## src/rtl/cmp_arbiter.sv

```systemverilog
// Round-robin arbiter sharing one registered unsigned A > B comparator.
// Each operation runs IDLE -> CMP -> RESP, with a one-cycle done pulse in RESP.
module cmp_arbiter #(
  parameter int N = 4,
  parameter int W = 10
) (
  input  logic           clk,
  input  logic           reset,
  input  logic [N-1:0]   req,
  input  logic [N*W-1:0] a_in,
  input  logic [N*W-1:0] b_in,
  output logic [N-1:0]   grant,
  output logic [N-1:0]   done,
  output logic           result,
  output logic           busy
);

  localparam int PW = (N > 1) ? $clog2(N) : 1;
  localparam logic [N-1:0] ONE = {{(N-1){1'b0}}, 1'b1};

  typedef enum logic [1:0] {
    IDLE = 2'd0,
    CMP  = 2'd1,
    RESP = 2'd2
  } state_t;

  state_t        state_q, state_d;
  logic [PW-1:0] ptr_q, ptr_d;
  logic [PW-1:0] idx_q, idx_d;
  logic [W-1:0]  a_q, a_d;
  logic [W-1:0]  b_q, b_d;
  logic          cmp_q, cmp_d;
  logic [N-1:0]  grant_q, grant_d;
  logic [N-1:0]  done_q, done_d;
  logic          result_q, result_d;
  logic          busy_q, busy_d;

  logic [PW-1:0] sel;
  logic          found;

  // First set request bit searching upward from ptr, wrapping at N.
  always_comb begin
    sel   = '0;
    found = 1'b0;
    for (int i = 0; i < N; i++) begin
      if (!found && req[(int'(ptr_q) + i) % N]) begin
        found = 1'b1;
        sel   = PW'((int'(ptr_q) + i) % N);
      end
    end
  end

  always_comb begin
    state_d  = state_q;
    ptr_d    = ptr_q;
    idx_d    = idx_q;
    a_d      = a_q;
    b_d      = b_q;
    cmp_d    = cmp_q;
    grant_d  = grant_q;
    done_d   = done_q;
    result_d = result_q;
    busy_d   = busy_q;
    unique case (state_q)
      IDLE: begin
        if (found) begin
          a_d     = a_in[sel*W +: W];
          b_d     = b_in[sel*W +: W];
          idx_d   = sel;
          grant_d = ONE << sel;
          busy_d  = 1'b1;
          state_d = CMP;
        end
      end
      CMP: begin
        cmp_d    = (a_q > b_q);
        result_d = (a_q > b_q);
        done_d   = grant_q;
        state_d  = RESP;
      end
      RESP: begin
        grant_d = '0;
        done_d  = '0;
        busy_d  = 1'b0;
        ptr_d   = (idx_q == PW'(N-1)) ? '0 : idx_q + 1'b1;
        state_d = IDLE;
      end
      default: begin
        state_d = IDLE;
      end
    endcase
  end

  always_ff @(posedge clk or posedge reset) begin
    if (reset) begin
      state_q  <= IDLE;
      ptr_q    <= '0;
      idx_q    <= '0;
      a_q      <= '0;
      b_q      <= '0;
      cmp_q    <= 1'b0;
      grant_q  <= '0;
      done_q   <= '0;
      result_q <= 1'b0;
      busy_q   <= 1'b0;
    end else begin
      state_q  <= state_d;
      ptr_q    <= ptr_d;
      idx_q    <= idx_d;
      a_q      <= a_d;
      b_q      <= b_d;
      cmp_q    <= cmp_d;
      grant_q  <= grant_d;
      done_q   <= done_d;
      result_q <= result_d;
      busy_q   <= busy_d;
    end
  end

  assign grant  = grant_q;
  assign done   = done_q;
  assign result = result_q;
  assign busy   = busy_q;

endmodule

```

## config.mk

```make
export PLATFORM = sky130hd
export DESIGN_NAME = cmp_arbiter
export DESIGN_NICKNAME = d
export VERILOG_FILES = /design/src/rtl/cmp_arbiter.sv
export SDC_FILE = /design/constraint.sdc
export NUM_CORES = 1
export LEC_CHECK = 0
export BUFFER_PORTS_ARGS = -buffer_cell sky130_fd_sc_hd__buf_2
export CAP_MARGIN = 15
export CORE_AREA = 5 5 78 98
export DETAILED_ROUTE_END_ITERATION = 10
export DIE_AREA = 0 0 83 103
export PLACE_DENSITY = 0.62
export SETUP_SLACK_MARGIN = 0.05
export SLEW_MARGIN = 20
export SYNTH_ARGS = -nofsm -noshare
export SYNTH_HDL_FRONTEND = slang
export SYNTH_SLANG_ARGS = --single-unit
export TNS_END_PERCENT = 50
```

## constraint.sdc

```tcl
create_clock -name clk -period 2.9 [get_ports clk]
set_input_delay 0.435 -clock clk [delete_from_list [all_inputs] [get_ports clk]]
set_output_delay 0.435 -clock clk [all_outputs]
set_load 0.02 [all_outputs]
```

==> qor.yml <==
outcome:
  status: "finished clean"
pwr:
  power_frac_seq_pct: 32.9
  p_sw_share_pct: 44.5
  ir_drop_uv: 406
  p_comb_share_pct: 54.8
  switchingPower_w: 0.00122
  p_per_area_nw_per_um2: 973
  power.leakage_nw: 1.39
  pwr-share-clk_pct: 12.3
  power.internal_w: 0.00152
timing:
  maxSlewHeadroom_pct: 30.9
  period_needed_ns: 2.12
  worstMarginPinSlew_ns: 1.04
  report.final.slew_viol_count: 0
  finalHoldViolations: 0
  setup_tns_ns: 0
  rsz0062_at_grt: "no"
  setup_viol: 0
  finalCritPeriodShare_pct: 73.3
  skew_ns: 0.00799
  fmax_mhz: 471
route:
  remaining_drc_errors: 0
  met3_length_um: 394
  vias_per_cell: 5.25
  wl_mm: 6.72
  wl_met2_mm: 3.51
  maxUsedRoutingLayer: "met4"
  drt_pass1_iterations: 7
  drt_iter0_drc: 146
  wl_per_cell_um: 16.0
  drt-met1-wl_mm: 2.72
  vias: 2203
  ant_nets: 0
yosys:
  synth_ff_type: "dfrtp_1"
  synth_top_area_share_pct: 39.7
  seq_area_frac_synth_pct: 39.7
  syn_nets: 347
  synth_top_cells_by_count: "a21oi_1 (39), dfrtp_1 (36), inv_1 (21)"
  yosysTopAreaCell: "dfrtp_1"
  synth_seq_cells: 36
  syn_area_per_cell_um2: 9.25
  synth_area_leaders: "dfrtp_1 (40%), a222oi_1 (8.8%), ha_1 (8.8%), a21oi_1 (8.6%), inv_1 (3.5%)"
  synthCells: 245
  netlist_area_um2: 2270
  yosysMostFrequentCell: "a21oi_1"
  synth-edff-count: 0
  async_flop_share_pct: 100
  synth_cell_types: 38
  synth_warnings: 0
hold_path:
  min_path_type: "input pin to async pin"
critical_path:
  cpLargestDelayFamily: "compound AO/OA/AOI/OAI gates"
  ff2ff_setup_slack_ns: 0.78
  r2r-end: "b_q[6]"
  worst_r2r_path_depth: 5
  path_class: "flip-flop to flip-flop"
  crit_slowest_cell: "o221a_1"
  required_ns: 3.10
  crit_buf_inv: 1
  critPathLaunchType: "flip-flop"
  reg2reg_from: "ptr_q[1]"
  slowest_delay_ns: 0.82
  arrival_ns: 2.33
  cp-end-kind: "flip-flop"
  path_max_fanout: 21
  critPathLaunch: "ptr_q[1]"
  path_cells: "inv_1, a21oi_1, o221a_1, a222oi_1, a22oi_2"
grt:
  grt_max_degree: 35
  grtUsageTotal_pct: 15.6
  antenna_found_initial: 0
  first_global_vias: 2176
  grt-ovfl-total: 0
  grt_pass1_wl_mm: 10.6
floorplan:
  core_area_um2: 6720
  die_w_um: 83
  dieArea_um2: 8550
  initial_utilization_pct: 33.7
  io_pins: 96
  die_h_um: 103
  rows: 34
clock_tree:
  clock_path_buffers: 2
  cts_root_buffer: "clkbuf_8"
  cts.sinks: 36
  cts_tree: "built"
  cts_resized: 0
  cts_hold_buf: 0
  clk_pin_slew_ns: 0.07
  clock_latency_ns: 0.28
  cts_buffers: 5
  post_cts_buffers: 0
  htreeDepth: 2
placement:
  io_buffers: 95
  dp.cells: 413
  finalWeightedCongestion: 0.784
  dp_hpwl_mm: 4.95
finish:
  diodes: 0
  fin_util_pct: 41.8
  layout.nets: 432
  drive_above_1_share_pct: 33.3
  instances_no_fill: 420
  area_growth_pct: 24.1
job:
  maxCapViolCount: 0
-- how the worst max path moves through the flow --
stage | end | slack (ns) | cells past startpoint
floorplan | a_q[2] | 1.33 | 6
global route | idx_q[1] | 0.51 | 5
detailed placement | b_q[2] | 0.78 | 6
finish | b_q[6] | 0.78 | 5
CTS | idx_q[1] | 0.77 | 5
global placement | b_q[2] | 0.80 | 6
-- kinds of logic after synthesis --
kind of cell,synth area share [%]
AOI/OAI and AO/OA,30.0
adders and majority gates,8.83
buffers and inverters,9.71
DFF,39.7
muxes,0.938
and+or+nand+nor,10.8
-- routing by layer --
layer,track usage (%),vias up
met5,0,-
met4,5.41,0
met3,3.68,8
met2,28.7,77
met1,17.8,1039
li1,-,1079
-- power groups by stage --
stage	clock [W]	combinational, W	sequential, W
2_1_floorplan	0	0.00119	0.000911
3_3_place_gp	0	0.00147	0.000906
3_5_place_dp	0	0.00151	0.000909
4_1_cts	0.000351	0.00152	0.000901
5_1_grt	0.000366	0.00170	0.000935
6_report	0.000337	0.00150	0.000901
-- through the flow --
stage | worst slack (ns) | cell area, um2 | total power (W) | hold slack [ns]
3_5_place_dp | 0.777 | 2740 | 0.00241 | 0.483
3_3_place_gp | 0.795 | 2740 | 0.00237 | 0.485
5_1_grt | 0.509 | 2810 | 0.00300 | 0.333
2_1_floorplan | 1.33 | 2270 | 0.00210 | 0.453
6_report | 0.775 | 2810 | 0.00274 | 0.265
4_1_cts | 0.766 | 2810 | 0.00277 | 0.291
-- worst register-to-register path, stage by stage (launching register included) --
cell      delay, ns
dfrtp_1        0.56
inv_1          0.10
a21oi_1        0.14
o221a_1        0.82
a222oi_1       0.25
a22oi_2        0.19
-- state kept, by name, summed over array words and instances, names as in the netlist --
signal,flops
idx_q,2
ptr_q,2
done,4
a_q,10
grant,4
result,1
state_q,2
b_q,10
busy,1
-- cell type report --
cell class                 count  area (um2)
fill                         717        3910
tap                           90         113
clock inverter                 1        5.00
inverter                      21        78.8
clock buffer                   6        72.6
timing repair buffer          97         490
sequential                    36         901
multi-input combinational    169        1150
-- layout by cell type (no fill, tap or decap), drive strengths merged --
| master | synthesis | layout |
|---|---|---|
| a22oi | 10 | 10 |
| clkinv | 0 | 1 |
| inv | 21 | 21 |
| or2b | 1 | 1 |
| and3 | 1 | 1 |
| o21ai | 17 | 17 |
| buf | 15 | 97 |
| nor3 | 1 | 1 |
| dfrtp | 36 | 36 |
| a31oi | 1 | 1 |
| o221ai | 1 | 1 |
| o31ai | 1 | 1 |
| a21o | 2 | 2 |
| nor2b | 5 | 5 |
| a222oi | 20 | 20 |
| nand4 | 2 | 2 |
| clkbuf | 4 | 6 |
| nand2b | 4 | 4 |
| a21oi | 39 | 39 |
| nor2 | 17 | 17 |
| mux2i | 1 | 1 |
| a22o | 1 | 1 |
| and2 | 1 | 1 |
| mux2 | 1 | 1 |
| nand3 | 1 | 1 |
| nor4 | 2 | 2 |
| o211a | 1 | 1 |
| nand2 | 17 | 17 |
| a211oi | 1 | 1 |
| o22ai | 3 | 3 |
| a221o | 1 | 1 |
| ha | 16 | 16 |
| o221a | 1 | 1 |
(Power assumes the default switching activity.)
